[src/rtl/mmio_timer_pkg.sv]
// mmio_timer_pkg: register offsets, CTRL bit positions, default base and byte-lane merge
package mmio_timer_pkg;
  typedef enum logic [1:0] {
    TIMER_CTRL  = 2'd0,
    TIMER_COUNT = 2'd1,
    TIMER_CMP   = 2'd2,
    TIMER_STAT  = 2'd3
  } timer_reg_e;
  localparam int CTRL_EN = 0;
  localparam int CTRL_AUTO_RELOAD = 1;
  localparam int CTRL_IRQ_EN = 2;
  localparam int CTRL_PRESCALE_LSB = 8;
  localparam logic [31:0] TIMER_BASE_DEFAULT = 32'h1000_0000;
  function automatic logic [31:0] merge_lanes(input logic [31:0] old_v, input logic [31:0] new_v,
                                              input logic [3:0] sel);
    logic [31:0] r;
    for (int i = 0; i < 4; i++) r[8*i +: 8] = sel[i] ? new_v[8*i +: 8] : old_v[8*i +: 8];
    return r;
  endfunction
endpackage

[src/rtl/mmio_timer_if.sv]
// mmio_timer_if: CPU data-memory bus between master and the timer responder
interface mmio_timer_if;
  logic        ce;
  logic        we;
  logic [31:0] addr;
  logic [3:0]  sel;
  logic [31:0] data_i;
  logic [31:0] data_o;
  modport master (output ce, we, addr, sel, data_i, input data_o);
  modport slave (input ce, we, addr, sel, data_i, output data_o);
endinterface

[src/rtl/mmio_timer_prescaler.sv]
// timer_prescaler: divides clk by divisor+1 while enabled, emitting one-cycle ticks
module timer_prescaler #(
  parameter int W = 8
) (
  input  logic         clk,
  input  logic         rst,
  input  logic         en,
  input  logic [W-1:0] divisor,
  input  logic         clear,
  output logic         tick
);
  logic [W-1:0] cnt_q, cnt_d;
  always_comb begin
    tick = en && cnt_q == divisor;
    cnt_d = (clear || !en || tick) ? '0 : cnt_q + 1'b1;
  end
  always_ff @(posedge clk or negedge rst) begin
    if (!rst) cnt_q <= '0;
    else cnt_q <= cnt_d;
  end
endmodule

[src/rtl/mmio_timer.sv]
// mmio_timer: memory-mapped prescaled up-counter with compare, sticky match and level irq
module mmio_timer
  import mmio_timer_pkg::*;
#(
  parameter logic [31:0] BASE_ADDR = TIMER_BASE_DEFAULT,
  parameter int PRESCALE_W = 8
) (
  input  logic        clk,
  input  logic        rst,
  mmio_timer_if.slave bus,
  output logic        irq_o
);
  localparam logic [31:0] CTRL_MASK = 32'h7 | (((32'd1 << PRESCALE_W) - 32'd1) << CTRL_PRESCALE_LSB);
  // byte lanes that carry any PRESCALE bit; touching them restarts the prescaler
  localparam logic [3:0] PS_LANES = 4'(((1 << ((PRESCALE_W + 7) / 8)) - 1) << 1);
  logic [31:0] ctrl_q, ctrl_d, count_q, count_d, cmp_q, cmp_d;
  logic match_q, match_d, match_set;
  logic hit, wr_ctrl, wr_count, wr_cmp, wr_stat, tick, ps_clear, unused_addr;
  timer_reg_e off;
  always_comb begin
    off = timer_reg_e'(bus.addr[3:2]);
    hit = bus.ce && bus.addr[31:4] == BASE_ADDR[31:4];
    wr_ctrl = hit && bus.we && off == TIMER_CTRL;
    wr_count = hit && bus.we && off == TIMER_COUNT;
    wr_cmp = hit && bus.we && off == TIMER_CMP;
    wr_stat = hit && bus.we && off == TIMER_STAT;
    unused_addr = ^bus.addr[1:0];
    ps_clear = wr_ctrl && ((|(bus.sel & PS_LANES)) || (bus.sel[0] && !bus.data_i[CTRL_EN]));
    ctrl_d = wr_ctrl ? merge_lanes(ctrl_q, bus.data_i, bus.sel) & CTRL_MASK : ctrl_q;
    cmp_d = wr_cmp ? merge_lanes(cmp_q, bus.data_i, bus.sel) : cmp_q;
    match_set = tick && !wr_count && count_q == cmp_q;
    count_d = wr_count ? merge_lanes(count_q, bus.data_i, bus.sel) :
              !tick ? count_q :
              (match_set && ctrl_q[CTRL_AUTO_RELOAD]) ? '0 : count_q + 32'd1;
    // a new match outranks a same-cycle clear
    match_d = match_set || (match_q && !(wr_stat && bus.sel[0] && bus.data_i[0]));
    bus.data_o = !(hit && !bus.we) ? '0 :
                 off == TIMER_CTRL ? ctrl_q :
                 off == TIMER_COUNT ? count_q :
                 off == TIMER_CMP ? cmp_q : {31'b0, match_q};
    irq_o = match_q && ctrl_q[CTRL_IRQ_EN];
  end
  timer_prescaler #(.W(PRESCALE_W)) u_prescaler (
    .clk(clk),
    .rst(rst),
    .en(ctrl_q[CTRL_EN]),
    .divisor(ctrl_q[CTRL_PRESCALE_LSB +: PRESCALE_W]),
    .clear(ps_clear),
    .tick(tick)
  );
  always_ff @(posedge clk or negedge rst) begin
    if (!rst) begin
      ctrl_q <= '0;
      count_q <= '0;
      cmp_q <= '0;
      match_q <= 1'b0;
    end else begin
      ctrl_q <= ctrl_d;
      count_q <= count_d;
      cmp_q <= cmp_d;
      match_q <= match_d;
    end
  end
endmodule

[src/flat_wrapper.sv]
// flat-port wrapper written by rule: the top's interface ports become plain ports
module mmio_timer_flat import mmio_timer_pkg::*;
#(
  parameter logic [31:0] BASE_ADDR = TIMER_BASE_DEFAULT,
  parameter int PRESCALE_W = 8
)
  (clk, rst, irq_o, bus_ce, bus_we, bus_addr, bus_sel, bus_data_i, bus_data_o);
  mmio_timer_if bus_i ();
  input  logic clk;
  input  logic rst;
  output logic irq_o;
  input wire logic [$bits(bus_i.ce)-1:0] bus_ce;
  input wire logic [$bits(bus_i.we)-1:0] bus_we;
  input wire logic [$bits(bus_i.addr)-1:0] bus_addr;
  input wire logic [$bits(bus_i.sel)-1:0] bus_sel;
  input wire logic [$bits(bus_i.data_i)-1:0] bus_data_i;
  output wire logic [$bits(bus_i.data_o)-1:0] bus_data_o;
  assign bus_i.ce = bus_ce;
  assign bus_i.we = bus_we;
  assign bus_i.addr = bus_addr;
  assign bus_i.sel = bus_sel;
  assign bus_i.data_i = bus_data_i;
  assign bus_data_o = bus_i.data_o;
  mmio_timer #(.BASE_ADDR(BASE_ADDR), .PRESCALE_W(PRESCALE_W)) u_core (.clk(clk), .rst(rst), .bus(bus_i), .irq_o(irq_o));
endmodule
[config.mk]
export PLATFORM = sky130hd
export DESIGN_NAME = mmio_timer_flat
export DESIGN_NICKNAME = d
export VERILOG_FILES = /design/src/rtl/mmio_timer_pkg.sv /design/src/rtl/mmio_timer_if.sv /design/src/rtl/mmio_timer_prescaler.sv /design/src/rtl/mmio_timer.sv /design/src/flat_wrapper.sv
export SDC_FILE = /design/constraint.sdc
export NUM_CORES = 1
export LEC_CHECK = 0
export BUFFER_PORTS_ARGS = -buffer_cell sky130_fd_sc_hd__buf_4
export CORE_UTILIZATION = 35
export DETAILED_ROUTE_END_ITERATION = 8
export PLACE_DENSITY = 0.6
export SLEW_MARGIN = 20
export SYNTH_ARGS = -nofsm -noshare
export SYNTH_HDL_FRONTEND = slang
export SYNTH_SLANG_ARGS = --single-unit
[constraint.sdc]
create_clock -name clk -period 4.2 [get_ports clk]
set_input_delay 0.63 -clock clk [delete_from_list [all_inputs] [get_ports clk]]
set_output_delay 0.63 -clock clk [all_outputs]
set_load 0.02 [all_outputs]
* Word level (Yosys, flattened, before mapping)
Cells that the tools add are included.
W data, S select, Z words.
** Storage, ports and cells
- Register bits after elaboration :: 84
- Bits of input ports :: 72
- Word-level logic and storage cells :: 74
** Cells by class
- $add $sub $neg :: 2
- Eq/ne operators :: 10
- Mux-type cells :: 12
- Reductions and logical operators :: 38
** Operator list (number)
- $mux W32 :: 7
- $mux W8 :: 5
- $add A32 B1 Y32 const B :: 1
- $eq A32 B32 Y1 :: 1
- $eq A28 B25 Y1 const B :: 1
- $reduce_and A2 Y1 :: 10
- $logic_and A1 B1 Y1 :: 17
- $add A8 B1 Y8 const B :: 1
- $eq A8 B8 Y1 :: 1
- $ne A2 B2 Y1 const B :: 4
- $logic_not A1 Y1 :: 5
- $eq A2 B2 Y1 const B :: 2
- $logic_or A1 B1 Y1 :: 4
- $eq A2 B1 Y1 const B :: 1
- $logic_not A2 Y1 :: 1
- $reduce_bool A2 Y1 :: 1

* Depth between registers and ports, before layout
Gate-level depths: netlist of run 1.
- Depth in word-level cells :: 11
- Mapped depth :: 9
- Mapped depth without buffers :: 7

* Cells and area by module
Synthesis of run 1 repeated with hierarchy kept, for this count alone.
** Second synthesis, totals
- Cell total of the unflattened synthesis :: 600
- Area, all modules :: 5449.0 um^2
** Modules (own cells, without submodules)
- mmio_timer :: instances 1, cells each 554, area each 4977.3 um^2, sequential area each 1901.8 um^2
- timer_prescaler :: instances 1, cells each 46, area each 471.7 um^2, sequential area each 200.2 um^2

* Least setup slack after synthesis of run 1
OpenSTA, ideal clock, no wires.
- Path type :: input to output
- From :: in bus_addr[5]
- To :: out bus_data_o[10]
- Data arrival time :: 2.165 ns
- Data required time :: 3.570 ns
- Setup slack :: 1.405 ns
- Stages on the path :: 6
- Path through :: nor3_1 -> nand4_4 -> or3_1 -> clkbuf_1 -> clkbuf_1 -> nor2_1
** Between the ends
- Longest elaborated chain between the ends :: 4
** Ends and longest elaborated chain
- start, declared :: line flat_wrapper.sv:14 : input wire logic [$bits(bus_i.addr)-1:0] bus_addr;
- $eq A28 B25 Y1 :: line mmio_timer.sv:22 : hit = bus.ce && bus.addr[31:4] == BASE_ADDR[31:4];
- $logic_and A1 B1 Y1 :: line mmio_timer.sv:22
- $logic_and A1 B1 Y1 :: line mmio_timer.sv:37 : bus.data_o = !(hit && !bus.we) ? '0 :
- $mux W32 :: line mmio_timer.sv:37
- end, declared :: line flat_wrapper.sv:17 : output wire logic [$bits(bus_i.data_o)-1:0] bus_data_o;
Every way passes these cells.

* Worst setup path in the final report of run 1
- From :: in bus_addr[5]
- To :: out bus_data_o[26]
Same word-level chain as after synthesis.

==> summary.txt, run 1 <==
Status
  – Status: completed

STA
  – Fin crit share: 71.55%
  – Slew margin rel.: 25.80%
  – Final Hold Viols: 0
  – RSZ-0062 raised after global routing: false
  – Setup TNS: 0 ns
  – Worst Tran Pin Value: 1.109 ns
  – Fmax: 332.8 MHz
  – Max Clock Skew: 0.006150 ns
  – Final setup fails: 0
  – Min cycle time layout: 3.005 ns
  – Slew Limit Fails: 0

Floorplanning
  – Core area: 15,890 um2
  – Cell Rows: 46
  – Area of the die: 16,790 um2
  – # IOs: 105
  – Die W: 129.6 um
  – Starting Density: 35.85%
  – Die span in y: 129.6 um

GRT
  – Initial antenna violation count: 0
  – First-pass GRT wire length: 28.72 mm
  – Largest net degree at the start of global routing: 54
  – Total GRT Usage: 22.36%
  – Vias in the first global route: 5,238
  – Overflow after GRT: 0

Pwr
  – PwrDens: 262.2 nW/um2
  – Maximum VDD drop: 0.0002269 V
  – LEAKAGE: 0.002940 uW

Layout
  – Nets: 774
  – Antenna diodes: 0
  – Multi-input logic area: 3312 um2
  – Share of cells above drive strength 1: 27.94%
  – Post-Layout Inst Area: 6918 um2
  – Cell Count, Final, Fillers Out: 921
  – Register area: 2102 um2
  – Fillers: 1,624
  – Area delta synth->final: 21.46%

Route
  – DRT Wirelength: 17.69 mm
  – Detailed-route via count: 5,257
  – Routed length per instance: 19.21 um
  – DRT iter0 DRCs: 606
  – # DRC: 0
  – Post-DRT Antenna Nets: 0
  – First drt pass iteration count: 6
  – Vias per cell: 5.708

Critical path
  – Crit-path slowest cell: nor3_1
  – CP Launch Type: input port
  – Delay-heaviest family, CP: simple AND/OR/NAND/NOR gates
  – Worst reg2reg path startpoint: u_core.count_q[26]$_DFFE_PN0P_
  – CP Launch Point: bus_addr[5]
  – Biggest cell delay along the critical path: 0.39 ns
  – Arr. time, crit path: 2.38 ns
  – Top fanout value on the critical path: 32
  – WP buf/inv: 3
  – Crit-path most repeated cell: buf_4
  – CP cell instances: buf_4 > nor3_1 > nand4_4 > or3_1 > buf_4 > nor2_1 > buf_4
  – CP Capture Type: primary output
  – WP data required: 3.57 ns
  – Critical path class: input port to primary output

Placement
  – GPL Wtd Cong: 0.8892
  – Dpl cell area: 6590 um2
  – # port buffers: 102
  – Detailed placement HPWL: 13.09 mm
  – Cells after DPL: 905

Synthesis
  – Syn avg cell area: 9.084 um2
  – Area leader, netlist: dfrtp_1
  – Yosys warns: 0
  – Gate Count Post-Synth: 627
  – Top cells by count, synth: dfrtp_1 (84), nor2_1 (75), nand3_1 (49)
  – Mapped Area: 5695 um2
  – Sequential share of the synthesized area: 36.91%
  – EDFF count, synth: 0
  – Net Count, Synth: 701
  – Synth cell types: 56
  – Post-synthesis async set-or-reset flop share: 100.0%
  – Top-count cell post-synth: dfrtp_1
  – Share of the synthesized area in the top cell type: 36.91%
  – Most used DFF post-synth: dfrtp_1
  – FF+latch count, synth: 84
  – Top cells by area, synth: dfrtp_1 (37%), mux2_2 (8.5%), xnor2_1 (6.3%)

CTS
  – Deepest clock path buffer count: 2
  – Clk pin slew, worst setup/hold paths: 0.07 ns
  – Root Buffer: clkbuf_16
  – Number of buffers added for setup after CTS: 0
  – CTS buffer count: 9
  – CTS tree: yes
  – Post_cts resized: 0
  – H-tree Lvls: 3
  – Hold buffer count at cts: 0
  – Clock Latency Late Sink: 0.35 ns
  – Clk sinks: 84

Worst hold path
  – HP Class: input port to asynchronous set/reset pin

Flow run
  – Max Cap Viol: 0
[where the power goes]
group | internal, uW | total [uW] | switching [uW]
registers | 809 | 809 | 0.0178
logic | 53.5 | 120 | 66.5
clock network | 524 | 885 | 361
total | 1390 | 1810 | 427
[path summary, 6_finish.rpt]
check	end	slack, ns	depth (start not counted)
worst max-delay path	bus_data_o[26]	1.19	7
worst min-delay path	u_core.count_q[24]$_DFFE_PN0P_	0.32	1
worst max register to register	u_core.count_q[19]$_DFFE_PN0P_	1.43	7
worst min register to register	u_core.ctrl_q[2]$_DFFE_PN0P_	0.55	1
max in group asynchronous	u_core.cmp_q[16]$_DFFE_PN0P_	2.95	2
min in group clk	u_core.count_q[19]$_DFFE_PN0P_	0.50	2
[metrics by stage]
step	power, uW	utilization (%)	worst slack [ns]	hold slack, ns
final	1814	43.55	1.195	0.3151
after global routing	1872	43.55	1.100	0.3712
after CTS	1830	43.53	1.191	0.3468
after detailed placement	945.3	41.49	1.194	0.5333
after global placement	943.0	41.49	1.263	0.5139
after floorplan	852.7	-	1.405	0.3344
[layout make-up]
class	instances	area share (%)
clock inverters	7	1.447
flip-flops and latches	84	30.39
multi-input cells	476	47.87
clock buffers	9	3.256
well taps	216	3.907
repair buffers	113	12.26
inverters	16	0.8682
[cells in the final DEF, fill, tap and decap left out, types with 9 or more instances in the layout]
cell / instances
o21ai_1: 9
nand4_1: 30
mux2i_1: 15
a22oi_1: 27
buf_4: 113
dfrtp_1: 84
a21oi_1: 20
mux2_2: 43
nand3_1: 49
nand2_1: 30
xnor2_1: 41
inv_1: 16
and3_1: 12
a31oi_1: 12
a32oi_1: 17
clkbuf_16: 9
nor3_1: 17
nor2_1: 74
[cells by family after synthesis]
kind of cell	count (synthesis)	share of synthesized area, %
and+or+nand+nor	260	25.59
AOI/OAI and AO/OA	108	13.18
DFF	84	36.91
buffers and inverters	67	5.031
muxes	60	11.77
xor gates and xnor gates	46	7.074
adders and majority gates	2	0.4393
[sequential cells by signal (all words and copies together) (netlist names)]
name	count
u_core.cmp_q	32
u_core.count_q	32
u_core.ctrl_q	11
u_core.match_q	1
u_core.u_prescaler.cnt_q	8
[metal layers]
layer / track usage (%) / vias up / routed length (um)
met5: 0 / - / 0
met4: 5.814 / 0 / 298
met3: 4.500 / 21 / 1006
met2: 36.87 / 179 / 8511
met1: 29.86 / 2597 / 7873
li1: - / 2460 / -
(Power assumes the default switching activity.)
==> run 2, diff against run 1 <==
Settings changed: ABC_AREA set to 1, PLACE_DENSITY 0.6 to 0.62.
Clock period 4.2 ns to 2.59 ns, I/O delays scaled along.
==> summary.txt, run 2 <==
Placement
  – Cells after DPL: 1,347 (+49%)
  – Detailed placement HPWL: 14.20 mm (+8.5%)
  – # port buffers: 102 (unchanged)
  – GPL Wtd Cong: 0.9283 (+4.4%)

Flow run
  – Max Cap Viol: 0 (unchanged)

GRT
  – Largest net degree at the start of global routing: 41 (-24%)
  – Overflow after GRT: 0 (unchanged)
  – Initial antenna violation count: 0 (unchanged)
  – First-pass GRT wire length: 30.32 mm (+5.5%)
  – Total GRT Usage: 20.75% (-1.6 points)
  – Vias in the first global route: 6,026 (+15%)

Layout
  – Share of cells above drive strength 1: 14.65% (-13 points)
  – Multi-input logic area: 3632 um2 (+9.7%)
  – Fillers: 1,929 (+19%)
  – Most frequent cells in the layout: nand2_1 (350), nor2_1 (174), inv_1 (122), buf_4 (112), dfrtp_1 (84)
  – Nets: 1,203 (+55%)
  – Cell Count, Final, Fillers Out: 1,362 (+48%)
  – Register area: 2102 um2 (unchanged)
  – Largest regs: u_core.cmp_q: 32 flops, u_core.count_q: 32 flops, u_core.ctrl_q: 11 flops
  – Area delta synth->final: 20.25%
  – Most common cell after layout, fill and taps aside: nand2_1
  – Antenna diodes: 0 (unchanged)

STA
  – Max Clock Skew: 0.008621 ns (+0.002471 ns)
  – Setup TNS: 0 ns (unchanged)
  – Final setup fails: 0 (unchanged)
  – Final Hold Viols: 0 (unchanged)
  – Fmax: 444.1 MHz
  – RSZ-0062 raised after global routing: false
  – Worst Tran Pin Value: 0.6064 ns (-0.5024 ns)
  – Slew Limit Fails: 0 (unchanged)
  – Slew margin rel.: 59.26% (+33 points)
  – Fin crit share: 86.95%
  – Min cycle time layout: 2.252 ns

Critical path
  – WP data required: 2.20 ns (-1.37 ns)
  – Reg2Reg Depth: 11 (+4)
  – Biggest cell delay along the critical path: 0.26 ns (-0.13 ns)
  – Critical Path Stages: 10 (+3)
  – Crit-path slowest cell: a31oi_1
  – Critical path class: input port to primary output
  – FF-to-FF setup slack: 0.39 ns (-1.04 ns)
  – Delay-heaviest family, CP: simple AND/OR/NAND/NOR gates
  – CP Launch Type: input port
  – Top fanout value on the critical path: 20 (-38%)
  – CP endpoint: bus_data_o[10]
  – Reg2Reg Capture Point: u_core.count_q[25]$_DFFE_PN0P_
  – CP Launch Point: bus_addr[9]
  – Worst reg2reg path startpoint: u_core.count_q[23]$_DFFE_PN0P_
  – CP Capture Type: primary output
  – Arr. time, crit path: 1.86 ns (-0.52 ns)
  – WP buf/inv: 4 (+1)
  – CP cell instances: buf_4 > nor2_1 > inv_1 > nor2_1 > nand2_2 > nor2_8 > nand2_1 > buf_4 > a31oi_1 > buf_4
  – Crit-path most repeated cell: buf_4

Floorplanning
  – Core area: 17,900 um2 (+13%)
  – Starting Density: 35.65% (-0.20 points)
  – Area of the die: 18,780 um2 (+12%)
  – Cell Rows: 49 (+6.5%)
  – Die W: 137.0 um (+5.8%)
  – # IOs: 105 (unchanged)
  – Die span in y: 137.0 um (+5.8%)

CTS
  – Clk sinks: 84 (unchanged)
  – Deepest clock path buffer count: 2 (unchanged)
  – CTS tree: yes
  – Post_cts resized: 0 (unchanged)
  – Clock Latency Late Sink: 0.35 ns (about the same)
  – Hold buffer count at cts: 0 (unchanged)
  – Clk pin slew, worst setup/hold paths: 0.06 ns (about the same)
  – Number of buffers added for setup after CTS: 0 (unchanged)
  – H-tree Lvls: 3 (unchanged)
  – Root Buffer: clkbuf_16
  – CTS buffer count: 9 (unchanged)

Synthesis
  – Syn avg cell area: 6.167 um2 (-32%)
  – EDFF count, synth: 0 (unchanged)
  – Net Count, Synth: 1,109 (+58%)
  – Area leader, netlist: dfrtp_1
  – Share of the synthesized area in the top cell type: 32.93% (-4.0 points)
  – Top-count cell post-synth: nand2_1
  – Mapped Area: 6382 um2 (+12%)
  – Post-synthesis async set-or-reset flop share: 100.0% (unchanged)
  – FF+latch count, synth: 84 (unchanged)
  – Synth cell types: 37 (-34%)
  – Yosys warns: 0 (unchanged)
  – Top cells by area, synth: dfrtp_1 (33%), nand2_1 (21%), nor2_1 (10%)
  – Sequential share of the synthesized area: 32.93% (-4.0 points)
  – Top cells by count, synth: nand2_1 (350), nor2_1 (175), inv_1 (122)
  – Most used DFF post-synth: dfrtp_1
  – Gate Count Post-Synth: 1,035 (+65%)

Pwr
  – LEAKAGE: 0.003666 uW (+25%)
  – PwrDens: 378.9 nW/um2 (+44%)
  – Maximum VDD drop: 0.0002952 V (+30%)

Route
  – # DRC: 0 (unchanged)
  – Detailed-route via count: 6,489 (+23%)
  – DRT iter0 DRCs: 396 (-35%)
  – Vias per cell: 4.764 (-17%)
  – Routed length per instance: 13.59 um (-29%)
  – First drt pass iteration count: 5 (-1)
  – Post-DRT Antenna Nets: 0 (unchanged)
  – DRT Wirelength: 18.52 mm (+4.7%)

Worst hold path
  – HP Class: input port to asynchronous set/reset pin

Status
  – Status: completed
-- run 2: changes by cell type after synthesis, sizes merged, moves of 26 or more --
| cell | previous run | this run |
|---|---|---|
| inv | 16 | 123 |
| a21oi | 21 | 68 |
| xnor2 | 41 | 1 |
| nand2 | 30 | 356 |
| nor2 | 75 | 183 |
| a22oi | 27 | 1 |
| mux2 | 43 | 0 |
| o21ai | 16 | 78 |
-- run 2: area by class of cell --
class / count / share of cell area (%)
well taps: 229 / 3.733
flip-flops and latches: 84 / 27.39
repair buffers: 114 / 11.48
multi-input cells: 796 / 47.33
inverters: 124 / 6.081
clock inverters: 5 / 1.011
clock buffers: 10 / 2.983
-- run 2: metal layers --
metal	up-vias	share of wire, %	global-route usage (%)
li1	3430	-	-
met1	2908	50	29.05
met2	134	45	33.53
met3	17	4.2	2.370
met4	0	1.3	5.800
met5	-	0	0
-- run 2: worst min path at each step --
| stage | start | to | slack [ns] | cells after the start |
|---|---|---|---|---|
| 2_1_floorplan | rst | u_core.cmp_q[0]$_DFFE_PN0P_ | 0.09 | 0 |
| 3_3_place_gp | rst | u_core.cmp_q[20]$_DFFE_PN0P_ | 0.40 | 1 |
| 3_5_place_dp | rst | u_core.cmp_q[20]$_DFFE_PN0P_ | 0.41 | 1 |
| 4_1_cts | rst | u_core.cmp_q[3]$_DFFE_PN0P_ | 0.04 | 1 |
| 5_1_grt | rst | u_core.cmp_q[17]$_DFFE_PN0P_ | 0.05 | 1 |
| 6_report | rst | u_core.cmp_q[20]$_DFFE_PN0P_ | 0.009 | 1 |
-- run 2: power breakdown --
group          internal, uW  switching, uW
combinational          91.7            115
clock                   837            553
sequential             1310        0.00328
total                  2240            667
-- run 2: cell families (layout without fill, tap and decap cells) --
| logic type | after synthesis | count (layout) | synth area share, % |
|---|---|---|---|
| flops | 84 | 84 | 32.93 |
| simple gates | 619 | 619 | 41.27 |
| compound gates | 157 | 157 | 12.66 |
| buf+inv | 155 | 253 | 10.27 |
| fa+ha+maj | 2 | 2 | 0.3920 |
| xor+xnor | 18 | 18 | 2.470 |
-- run 2: metrics by stage --
stage	area [um2]	util [%]	total power (uW)	hold slack [ns]	setup WS, ns
after floorplan	6382	-	1394	0.09291	0.5534
after global placement	7368	41.16	1545	0.4026	0.2948
after detailed placement	7368	41.16	1546	0.4066	0.3228
after CTS	7675	42.87	2933	0.03714	0.3300
after global routing	7675	42.87	3008	0.05131	0.1681
final	7675	42.87	2908	0.008746	0.3381
==> run 3, diff against run 2 <==
Settings changed: CORE_MARGIN set to 2, PLACE_DENSITY 0.62 to 0.6.
Clock period 2.59 ns to 2.7 ns, I/O delays scaled along.
==> summary.txt, run 3 (synthesis gave the netlist of run 2 again) <==
Route
  – Detailed-route via count: 6,478 (-0.17%)
  – Routed length per instance: 13.80 um (+1.5%)
  – DRT Wirelength: 18.82 mm (+1.6%)
  – DRT iter0 DRCs: 407 (+2.8%)
  – # DRC: 0 (unchanged)
  – Post-DRT Antenna Nets: 0 (unchanged)
  – First drt pass iteration count: 5 (unchanged)
  – Vias per cell: 4.749 (-0.32%)

Status
  – Status: completed

CTS
  – CTS buffer count: 9 (unchanged)
  – Root Buffer: clkbuf_16
  – Clk sinks: 84 (unchanged)
  – Post_cts resized: 0 (unchanged)
  – Clk pin slew, worst setup/hold paths: 0.06 ns (about the same)
  – H-tree Lvls: 3 (unchanged)
  – Number of buffers added for setup after CTS: 0 (unchanged)
  – Clock Latency Late Sink: 0.35 ns (about the same)
  – Hold buffer count at cts: 0 (unchanged)
  – Deepest clock path buffer count: 2 (unchanged)
  – CTS tree: yes

Critical path
  – CP cell instances: buf_4 > nor2_1 > inv_1 > nor2_1 > nand2_2 > nor2_8 > nand2_1 > buf_4 > a31oi_1 > buf_4
  – CP Launch Type: input port
  – WP data required: 2.30 ns (+0.10 ns)
  – Crit-path most repeated cell: buf_4
  – Biggest cell delay along the critical path: 0.28 ns (+0.02 ns)
  – Arr. time, crit path: 1.93 ns (+0.07 ns)
  – CP Capture Type: primary output
  – Top fanout value on the critical path: 32 (+60%)
  – Critical path class: input port to primary output
  – Crit-path slowest cell: a31oi_1

Layout
  – Share of cells above drive strength 1: 14.89% (+0.24 points)
  – Most common cell after layout, fill and taps aside: nand2_1
  – Post-layout util: 42.85% (about the same)
  – Cell Count, Final, Fillers Out: 1,364 (+0.15%)
  – Antenna diodes: 0 (unchanged)
  – Nets: 1,204 (+0.083%)
  – Area delta synth->final: 20.19% (about the same)
  – Largest regs: u_core.cmp_q: 32 flops, u_core.count_q: 32 flops, u_core.ctrl_q: 11 flops
  – Most frequent cells in the layout: nand2_1 (350), nor2_1 (174), inv_1 (122), buf_4 (114), dfrtp_1 (84)

STA
  – Setup TNS: 0 ns (unchanged)
  – Max Clock Skew: 0.007274 ns (-0.001347 ns)
  – Final Hold Viols: 0 (unchanged)
  – Fin crit share: 86.57%
  – Fmax: 427.8 MHz
  – Slew Limit Fails: 0 (unchanged)
  – Slew margin rel.: 58.71% (-0.55 points)
  – RSZ-0062 raised after global routing: false
  – Min cycle time layout: 2.337 ns
  – Worst Tran Pin Value: 0.6194 ns (+0.01299 ns)
  – Final setup fails: 0 (unchanged)

Pwr
  – Maximum VDD drop: 0.0002852 V (-3.4%)
  – LEAKAGE: 0.003668 uW (about the same)
  – PwrDens: 356.5 nW/um2 (-5.9%)

Placement
  – GPL Wtd Cong: 0.9076 (-2.2%)
  – Cells after DPL: 1,348 (+0.074%)
  – # port buffers: 102 (unchanged)
  – Detailed placement HPWL: 14.50 mm (+2.1%)

Floorplanning
  – Die span in y: 139.0 um (+1.5%)
  – Starting Density: 35.65% (unchanged)
  – # IOs: 105 (unchanged)
  – Core area: 17,900 um2 (unchanged)
  – Cell Rows: 49 (unchanged)
  – Area of the die: 19,330 um2 (+2.9%)
  – Die W: 139.0 um (+1.5%)

Worst hold path
  – HP Class: input port to asynchronous set/reset pin

Flow run
  – Max Cap Viol: 0 (unchanged)

GRT
  – Overflow after GRT: 0 (unchanged)
  – Vias in the first global route: 6,024 (-0.033%)
  – Largest net degree at the start of global routing: 44 (+7.3%)
  – Total GRT Usage: 19.82% (-0.92 points)
  – First-pass GRT wire length: 31.35 mm (+3.4%)
  – Initial antenna violation count: 0 (unchanged)
-- run 3: cell type report --
type,instances,area (um2)
fillers,1957,10230
multi-input cells,796,3637
flip-flops and latches,84,2102
repair buffers,115,875.8
inverters,124,466.7
well taps,229,286.5
clock buffers,10,239.0
clock inverters,6,63.81
-- run 3: critical path: cells and delay by family --
| family | cells | cell delay, ns |
|---|---|---|
| buffers and inverters | 4 | 0.61 |
| and+or+nand+nor | 5 | 0.62 |
| AOI/OAI and AO/OA | 1 | 0.28 |
-- run 3: worst paths after layout --
check                                                 endpoint  depth (start not counted)                            from  slack [ns]
worst max-delay path                             bus_data_o[8]                         10                     bus_addr[9]        0.36
worst min-delay path              u_core.cmp_q[20]$_DFFE_PN0P_                          1                             rst        0.05
worst max register to register  u_core.count_q[30]$_DFFE_PN0P_                         11  u_core.count_q[24]$_DFFE_PN0P_        0.52
worst min register to register        u_core.match_q$_DFF_PN0_                          2        u_core.match_q$_DFF_PN0_        0.51
max in group asynchronous         u_core.ctrl_q[1]$_DFFE_PN0P_                          2                             rst        1.93
min in group clk                 u_core.ctrl_q[12]$_DFFE_PN0P_                          3                  bus_data_i[12]        0.29
-- run 3: metrics by stage --
| step | power, uW | worst slack (ns) | area [um2] | hold WS, ns |
|---|---|---|---|---|
| after global routing | 2842 | 0.2484 | 7671 | 0.1040 |
| after CTS | 2769 | 0.3574 | 7671 | 0.07723 |
| after floorplan | 1337 | 0.6304 | 6382 | 0.1094 |
| after global placement | 1481 | 0.3707 | 7368 | 0.4498 |
| final | 2735 | 0.3627 | 7671 | 0.05464 |
| after detailed placement | 1482 | 0.3653 | 7368 | 0.4507 |
-- run 3: power by group --
group	internal, uW	leakage (uW)	switching [uW]
combinational	86.1	0.00240	111
sequential	1260	0.00113	0.00302
clock	741	0.000144	539
total	2080	0.00367	650
-- run 3: layer usage --
layer  global-route usage, %  wire (um)  up-vias
met5                       0          0        -
met4                   5.263        229        0
met3                   2.244        614       16
met2                   31.16       8332      122
met1                   29.01       9640     2915
li1                        -          -     3425
